--- src/rtl/adsr_envelope_if.sv ---
// Control and level bundle between a voice allocator and its ADSR envelope generator.
// The allocator drives the master side: tick, note events and the four rate and level controls.
// The envelope generator is the slave side: it returns level, activity and phase.
// There is no handshake. note_on and note_off are single-cycle pulses, and tick is a
// single-cycle strobe. The controls are level signals that are sampled on every clock.
// The release control is called release_rate because "release" is a reserved word.
interface adsr_envelope_if #(
    parameter int ENVELOPE_COUNTER_WIDTH = 16,
    parameter int PERCENT_WIDTH          = 7
);
    logic                              tick;
    logic                              note_on;
    logic                              note_off;
    logic [PERCENT_WIDTH-1:0]          attack;
    logic [PERCENT_WIDTH-1:0]          decay;
    logic [PERCENT_WIDTH-1:0]          sustain;
    logic [PERCENT_WIDTH-1:0]          release_rate;
    logic [ENVELOPE_COUNTER_WIDTH-1:0] envelope;
    logic                              active;
    logic [2:0]                        state;

    modport master (
        output tick, note_on, note_off, attack, decay, sustain, release_rate,
        input  envelope, active, state
    );

    modport slave (
        input  tick, note_on, note_off, attack, decay, sustain, release_rate,
        output envelope, active, state
    );
endinterface

--- src/rtl/adsr_envelope.sv ---
// Per-voice ADSR envelope generator.
// note_on and note_off pulses move the voice through its phases:
// ATTACK ramps up, DECAY falls to the sustain level, SUSTAIN holds, RELEASE falls to zero.
// The 16-bit level moves in steps of 256. Each phase has a rate control, and the level takes
// one step every (rate+1) ticks.
module adsr_envelope #(
    parameter int                                ENVELOPE_COUNTER_WIDTH = 16,
    parameter int                                PERCENT_WIDTH          = 7,
    parameter int                                ENVELOPE_PUSH_BITS     = 8,
    parameter logic [ENVELOPE_COUNTER_WIDTH-1:0] ENVELOPE_CEILING       = 16'hffff
) (
    input  logic           clock,
    input  logic           reset,
    adsr_envelope_if.slave bus
);
    localparam int EW = ENVELOPE_COUNTER_WIDTH;
    localparam int PW = PERCENT_WIDTH;

    localparam logic [2:0] IDLE    = 3'd0;
    localparam logic [2:0] ATTACK  = 3'd1;
    localparam logic [2:0] DECAY   = 3'd2;
    localparam logic [2:0] SUSTAIN = 3'd3;
    localparam logic [2:0] RELEASE = 3'd4;

    // One level step. It is one bit wider than the level so that additions and
    // subtractions keep their carry and borrow.
    localparam logic [EW:0] STEP = {{EW{1'b0}}, 1'b1} << ENVELOPE_PUSH_BITS;

    logic [2:0]    state_q, state_d;
    logic [EW-1:0] level_q, level_d;
    logic [EW-1:0] prescale_q, prescale_d;
    logic          active_q, active_d;

    logic [EW-1:0] sustain_level;
    logic [EW-1:0] rate_sel;
    logic          rate_hit;
    logic [EW:0]   up_sum;
    logic [EW:0]   down_diff;

    // Datapath helpers. The sustain control is spread over the full scale by bit replication,
    // so that 0 maps to 0 and the control maximum maps to full scale. The rate compare uses
    // the rate control of the current phase.
    always_comb begin
        sustain_level = {bus.sustain, bus.sustain, bus.sustain[PW-1 -: 2]};
        case (state_q)
            ATTACK:  rate_sel = {{(EW-PW){1'b0}}, bus.attack};
            DECAY:   rate_sel = {{(EW-PW){1'b0}}, bus.decay};
            RELEASE: rate_sel = {{(EW-PW){1'b0}}, bus.release_rate};
            default: rate_sel = '0;
        endcase
        rate_hit  = (prescale_q == rate_sel);
        up_sum    = {1'b0, level_q} + STEP;
        down_diff = {1'b0, level_q} - STEP;
    end

    // Phase register. Reset beats every other input.
    always_ff @(posedge clock) begin
        if (reset) state_q <= IDLE;
        else       state_q <= state_d;
    end

    // Next phase, level and prescale.
    // Order of precedence: illegal-state recovery, then note_on, then note_off, then tick.
    // An event therefore swallows the level update of a tick that arrives in the same cycle.
    always_comb begin
        state_d    = state_q;
        level_d    = level_q;
        prescale_d = prescale_q;
        if (state_q > RELEASE) begin
            state_d    = IDLE;
            level_d    = '0;
            prescale_d = '0;
        end else if (bus.note_on) begin
            // Legato retrigger: the attack starts from the current level.
            state_d    = ATTACK;
            prescale_d = '0;
        end else if (bus.note_off && (state_q == ATTACK || state_q == DECAY || state_q == SUSTAIN)) begin
            state_d    = RELEASE;
            prescale_d = '0;
        end else if (bus.tick) begin
            case (state_q)
                IDLE:    level_d = '0;
                SUSTAIN: level_d = sustain_level;
                default: begin
                    if (!rate_hit) begin
                        prescale_d = prescale_q + EW'(1);
                    end else begin
                        prescale_d = '0;
                        case (state_q)
                            ATTACK: begin
                                if (up_sum >= {1'b0, ENVELOPE_CEILING}) begin
                                    level_d = ENVELOPE_CEILING;
                                    state_d = DECAY;
                                end else begin
                                    level_d = up_sum[EW-1:0];
                                end
                            end
                            DECAY: begin
                                // A borrow or a landing at or below sustain snaps to sustain.
                                // A level that is already below sustain never ramps upward.
                                if (down_diff[EW] || down_diff[EW-1:0] <= sustain_level) begin
                                    level_d = sustain_level;
                                    state_d = SUSTAIN;
                                end else begin
                                    level_d = down_diff[EW-1:0];
                                end
                            end
                            default: begin
                                // RELEASE: when less than one step remains, finish at zero.
                                if (down_diff[EW]) begin
                                    level_d = '0;
                                    state_d = IDLE;
                                end else begin
                                    level_d = down_diff[EW-1:0];
                                end
                            end
                        endcase
                    end
                end
            endcase
        end
    end

    // Outputs. active is registered from the next phase so that it lines up with state.
    // envelope is the level register with no added delay.
    always_comb begin
        active_d     = (state_d != IDLE);
        bus.envelope = level_q;
        bus.state    = state_q;
        bus.active   = active_q;
    end

    // Level, prescale counter and active flag.
    always_ff @(posedge clock) begin
        if (reset) begin
            level_q    <= '0;
            prescale_q <= '0;
            active_q   <= 1'b0;
        end else begin
            level_q    <= level_d;
            prescale_q <= prescale_d;
            active_q   <= active_d;
        end
    end
endmodule

--- src/flat_wrapper.sv ---
// flat-port wrapper written by rule: the top's interface ports become plain ports
module adsr_envelope_flat 
#(
    parameter int                                ENVELOPE_COUNTER_WIDTH = 16,
    parameter int                                PERCENT_WIDTH          = 7,
    parameter int                                ENVELOPE_PUSH_BITS     = 8,
    parameter logic [ENVELOPE_COUNTER_WIDTH-1:0] ENVELOPE_CEILING       = 16'hffff
)
  (clock, reset, bus_tick, bus_note_on, bus_note_off, bus_attack, bus_decay, bus_sustain, bus_release_rate, bus_envelope, bus_active, bus_state);
  adsr_envelope_if #(.ENVELOPE_COUNTER_WIDTH(ENVELOPE_COUNTER_WIDTH), .PERCENT_WIDTH(PERCENT_WIDTH)) bus_i ();
  input  logic clock;
  input  logic reset;
  input wire logic [$bits(bus_i.tick)-1:0] bus_tick;
  input wire logic [$bits(bus_i.note_on)-1:0] bus_note_on;
  input wire logic [$bits(bus_i.note_off)-1:0] bus_note_off;
  input wire logic [$bits(bus_i.attack)-1:0] bus_attack;
  input wire logic [$bits(bus_i.decay)-1:0] bus_decay;
  input wire logic [$bits(bus_i.sustain)-1:0] bus_sustain;
  input wire logic [$bits(bus_i.release_rate)-1:0] bus_release_rate;
  output wire logic [$bits(bus_i.envelope)-1:0] bus_envelope;
  output wire logic [$bits(bus_i.active)-1:0] bus_active;
  output wire logic [$bits(bus_i.state)-1:0] bus_state;
  assign bus_i.tick = bus_tick;
  assign bus_i.note_on = bus_note_on;
  assign bus_i.note_off = bus_note_off;
  assign bus_i.attack = bus_attack;
  assign bus_i.decay = bus_decay;
  assign bus_i.sustain = bus_sustain;
  assign bus_i.release_rate = bus_release_rate;
  assign bus_envelope = bus_i.envelope;
  assign bus_active = bus_i.active;
  assign bus_state = bus_i.state;
  adsr_envelope #(.ENVELOPE_COUNTER_WIDTH(ENVELOPE_COUNTER_WIDTH), .PERCENT_WIDTH(PERCENT_WIDTH), .ENVELOPE_PUSH_BITS(ENVELOPE_PUSH_BITS), .ENVELOPE_CEILING(ENVELOPE_CEILING)) u_core (.clock(clock), .reset(reset), .bus(bus_i));
endmodule
--- config.mk ---
export PLATFORM = sky130hd
export DESIGN_NAME = adsr_envelope_flat
export DESIGN_NICKNAME = d
export VERILOG_FILES = /design/src/rtl/adsr_envelope_if.sv /design/src/rtl/adsr_envelope.sv /design/src/flat_wrapper.sv
export SDC_FILE = /design/constraint.sdc
export NUM_CORES = 1
export LEC_CHECK = 0
export CORE_ASPECT_RATIO = 2
export CORE_MARGIN = 2
export CORE_UTILIZATION = 58
export DETAILED_ROUTE_END_ITERATION = 16
export HOLD_SLACK_MARGIN = 0.03
export PLACE_DENSITY = 0.95
export SETUP_SLACK_MARGIN = 0.5
export SLEW_MARGIN = 10
export SYNTH_ARGS = -nofsm -noshare
export SYNTH_HDL_FRONTEND = slang
export SYNTH_SLANG_ARGS = --single-unit
--- constraint.sdc ---
create_clock -name clock -period 7.25 [get_ports clock]
set_clock_uncertainty 0.2 [all_clocks]
set_input_delay 1.45 -clock clock [delete_from_list [all_inputs] [get_ports clock]]
set_output_delay 1.45 -clock clock [all_outputs]
set_load 0.01 [all_outputs]
* Word level (Yosys, flattened, before mapping)
Cells that the tools add are included.
** Operators by class
- Equality and inequality tests :: 5
- Reduce and logical (&&, ||, !) cells :: 12
- Mux-type cells :: 18
- Order comparisons :: 3
- Add/sub/neg operators :: 3
- Bitwise logic cells :: 3
** Operators by type and width (number)
- two-way mux 16 bit :: 5
- case mux 16 bit (2 select lines) :: 2
- two-way mux 3 bit :: 9
- case mux 7 bit (3 select lines) :: 1
- adder 16 x 9 -> 17 bit (second input constant) :: 1
- greater-or-equal comparator 17 x 16 -> 1 bit (second input constant) :: 1
- subtractor 16 x 9 -> 17 bit (second input constant) :: 1
- adder 16 x 1 -> 16 bit (second input constant) :: 1
- == test 16 x 7 -> 1 bit :: 1
- less-or-equal comparator 16 bit :: 1
- == test 3 x 2 -> 1 bit (second input constant) :: 2
- case mux 3 bit (2 select lines) :: 1
- nonzero test 3 bit :: 2
- AND reduction 4 bit :: 1
- OR reduction 2 bit :: 2
- OR reduction 4 bit :: 1
- == test 3 x 1 -> 1 bit (second input constant) :: 1
- == test 3 bit (second input constant) :: 1
- greater-than comparator 3 bit (second input constant) :: 1
- logical NOT 3 bit :: 1
- logical OR 1 bit :: 3
- NOT 1 bit :: 3
- AND reduction 2 bit :: 1
- logical AND 1 bit :: 1
** Storage, ports and cells
- Output and inout bits :: 20
- Input port bits :: 33
- Bits in registers :: 36

* Logic depth before layout (Yosys ltp)
- Depth after elaboration :: 12
- Mapped depth :: 16

* Worst setup path before layout
No wires, ideal clock.
- Path type :: reg-to-reg
- From :: reg u_core.level_q[8], in the netlist u_core.bus.envelope[8]
- To :: reg u_core.level_q[0], in the netlist u_core.bus.envelope[0]
- Stages on the path, launching flop included :: 17
- Data arrival time :: 3.723 ns
- Clock period less this slack :: 4.054 ns
- Required time :: 6.919 ns
- Path slack :: 3.196 ns
- Buffers on the path :: 1
- Path through :: dfxtp_1 -> inv_1 -> ha_1 -> or3b_4 -> or3_4 -> xnor2_1 -> inv_1 -> ha_1 -> nand4_1 -> nor3_1 -> a2111oi_0 -> a31oi_1 -> a32oi_2 -> nor3b_2 -> buf_6 -> mux2i_1 -> nor2_1
** Between the ends
- Word-level cells in the longest chain between the ends :: 7
- Elaborated cells between the ends (all ways) :: 11
** Ends and longest elaborated chain
- start: declaration :: RTL line adsr_envelope.sv:30 : logic [EW-1:0] level_q, level_d;
- start signal: assignment :: RTL line adsr_envelope.sv:140 : level_q <= level_d;
- subtractor 16 x 9 -> 17 bit :: RTL line adsr_envelope.sv:53 : down_diff = {1'b0, level_q} - STEP;
- less-or-equal comparator 16 bit :: RTL line adsr_envelope.sv:101 : if (down_diff[EW] || down_diff[EW-1:0] <= sustain_level) begin
- logical OR 1 bit :: RTL line adsr_envelope.sv:101
- two-way mux 16 bit :: RTL line adsr_envelope.sv:101
- case mux 16 bit (2 select lines) (*) :: RTL line adsr_envelope.sv:89 : case (state_q)
- two-way mux 16 bit (*) :: RTL line adsr_envelope.sv:85 : if (!rate_hit) begin
- case mux 16 bit (2 select lines) (*) :: RTL line adsr_envelope.sv:81 : case (state_q)
Mark *: on every way between the ends. The rest lies on a longest branch, timed or not. The select of a mux whose other input is x is not followed.
A chain may end at the register's enable or synchronous reset.

* Worst setup path in the final report
Same ends and word-level chain as after synthesis.

==> flow_summary.json <==
{
  "outcome": "completed",
  "synth_fa_ha_area_share_pct": 8.44,
  "tns_ns": 0,
  "synth_seq_area_share_pct": 23.6,
  "setup_viol": 0,
  "ant_nets": 0,
  "antenna_found_initial": 0,
  "cp_max_fo": 10,
  "clk_latency_ns": 0.29,
  "viasPerCell": 6.57,
  "cts.repair.resized": 0,
  "synth-compound-area-share_pct": 20.6,
  "fin_area_mm2": 0.00353,
  "max_freq_ghz": 0.201,
  "wirelength_um": 8270,
  "core_mm2": 0.00491,
  "ys_ff_latch": 35,
  "pin_count": 53,
  "finalPower_mw": 0.602,
  "place.gp.congestion": 0.986,
  "gr-usage-met2_pct": 55.2,
  "ys.flop_type": "dfxtp_1",
  "r2r_setup_slack_ns": 2.27,
  "min_period_ns": 4.98,
  "clock-sinks": 35,
  "synth-xor-area-share_pct": 7.38,
  "die_w_um": 54.6,
  "n_antenna_cell": 0,
  "grt_max_degree": 34,
  "path_clk_slew_ns": 0.07,
  "met3_usage_pct": 4.86,
  "drcViolationCount": 0,
  "setup_ws_ns": 2.27,
  "netlist_instances": 364,
  "io_buffers": 52,
  "post-cts-setup-buffer-count": 0,
  "worstPathArrival_ns": 4.94,
  "grt_overflow_total": 0,
  "dr.pass1.iters": 4,
  "peakVddDrop_v": 0.000147,
  "final-instance-count-excl-fill": 458,
  "finalHoldViolCount": 0,
  "cts_buffer_depth": 2,
  "slew_viol_final": 0,
  "std_cell_rows": 36,
  "initial_core_util_pct": 60.4,
  "final_net_count": 453,
  "layout-drive-gt1-share_pct": 5.74,
  "slew_headroom_pct": 33.7,
  "whs_ns": 0.292,
  "ys_warn_count": 0,
  "vias": 3009,
  "clock_tree.root_cell": "clkbuf_8",
  "hold_class": "reg2reg",
  "synth.cell_area_mm2": 0.00297,
  "drtIter0Drc": 95,
  "cts_tree": "done",
  "grt_pass1_wl_um": 13000,
  "fin_util_pct": 72.0,
  "pre_cts_slack_ns": 2.19,
  "end_kind": "flop",
  "syn_nets": 417,
  "met1_usage_pct": 27.2,
  "yosysUniqueCellTypes": 57,
  "crit_type": "reg2reg",
  "crit_required_ns": 7.21,
  "tightest_slew_ns": 0.993,
  "synth-edff-count": 0,
  "async_flop_share_pct": 0,
  "syn2layout_area_growth_pct": 19.2,
  "place_area_mm2": 0.00342,
  "synth_top_family_by_area": "simple AND/OR/NAND/NOR gates",
  "dp_cells": 450,
  "top_usage_layer": "met2",
  "rsz0062_at_grt": "no",
  "maxCapViolations": 0,
  "p_leak_nw": 1.37,
  "synth_mux_area_share_pct": 1.69,
  "cts_buffers": 5,
  "wl_per_cell_um": 18.1,
  "synth-simple-area-share_pct": 30.6,
  "cts_max_level": 2,
  "startpoint_type": "flop",
  "grt_pass1_vias": 2973,
  "cellPowerDensity_mw_per_mm2": 170,
  "die_h_um": 105,
  "hold_buffers": 0,
  "grt.total_usage_pct": 30.3,
  "period_share_pct": 68.7,
  "syn_avg_cell_area_um2": 8.15,
  "hpwl_um": 6320,
  "die_area_mm2": 0.00574
}
cell usage after synthesis (3+ instances only):
master,count,area share [%]
and3_1,5,1.1
a211oi_2,4,1.7
nand4bb_1,12,4.6
a211oi_1,7,1.8
nor4bb_1,9,3.0
xor2_1,14,4.1
and4_1,8,2.4
nor2_1,35,4.4
ha_1,20,8.4
buf_2,4,0.68
nor3_1,11,1.9
nand2_1,19,2.4
mux2i_1,5,1.7
o21ai_1,3,0.51
nand3_1,13,2.2
nor2b_1,4,0.84
a21oi_1,19,3.2
buf_6,4,1.5
o31ai_1,4,1.0
nand4_1,9,1.9
clkbuf_1,9,1.1
o21ai_0,8,1.4
nor4_1,4,0.84
xnor2_1,11,3.2
inv_1,24,3.0
a311oi_1,3,0.89
a31oi_1,7,1.5
or2_2,4,0.84
buf_4,4,1.0
o22ai_1,4,0.84
a21o_1,9,2.3
dfxtp_1,35,24
critical path, stage by stage (launching register included):
cell and delay [ns]:
dfxtp_1 0.41, inv_1 0.19, ha_1 0.28, or3b_4 0.45, or3_4 0.35, xnor2_1 0.23, inv_1 0.07, ha_1 0.29
nand4_1 0.17, nor3_1 0.08, a2111oi_0 0.41, a31oi_1 0.24, a32oi_2 0.42, nor3b_2 0.75, mux2i_1 0.27, nor2_1 0.05
worst paths after layout:
| path | from | to | depth (start not counted) |
|---|---|---|---|
| min reg2reg | u_core.prescale_q[15] | u_core.prescale_q[15] | 2 |
| max reg2reg | u_core.bus.envelope[8] | u_core.bus.envelope[0] | 15 |
| max | u_core.bus.envelope[8] | u_core.bus.envelope[0] | 15 |
| min | u_core.prescale_q[15] | u_core.prescale_q[15] | 2 |
power breakdown:
part	internal [mW]	total, mW	leakage, nW	switching, mW
combinational	0.0985	0.205	1.03	0.106
clock	0.102	0.175	0.0581	0.0727
sequential	0.200	0.222	0.284	0.0224
total	0.401	0.602	1.37	0.201
layout by cell type, fill, tap and decap left out, drive strengths merged, types with 7 or more instances in the layout:
cell type      count
xor2              14
and4               8
nor3              11
nand2             19
nor4bb             9
a21o               9
inv               24
clkdlybuf4s50     52
a31oi              7
a211oi            11
a21oi             19
xnor2             11
dfxtp             35
nand4bb           12
nand3             13
nor2              35
nand4              9
ha                20
o21ai             11
layout make-up:
cell class	instances	area, um^2
clock buffer	5	68.8
multi-input combinational	282	2040
fill	363	1380
clock inverter	3	43.8
inverter	24	90.1
timing repair buffer	52	520
tap	57	71.3
sequential	35	701
sequential cells by signal, summed over array words and instances (netlist names):
signal / count
u_core.bus.state: 3
u_core.bus.envelope: 15
u_core.bus.active: 1
u_core.prescale_q: 16
logic make-up after synthesis:
kind of cell / Yosys count
simple gates: 148
compound gates: 84
buf+inv: 47
flops: 35
xor+xnor: 25
fa+ha+maj: 20
mux: 5
routing by layer:
metal | part of all wire, % | vias to the layer above
met2 | 55 | 106
met3 | 4.3 | 36
li1 | - | 1428
met4 | 5.5 | 0
met1 | 35 | 1439
met5 | 0 | -
No activity file was read; power rests on OpenSTA's default activity.
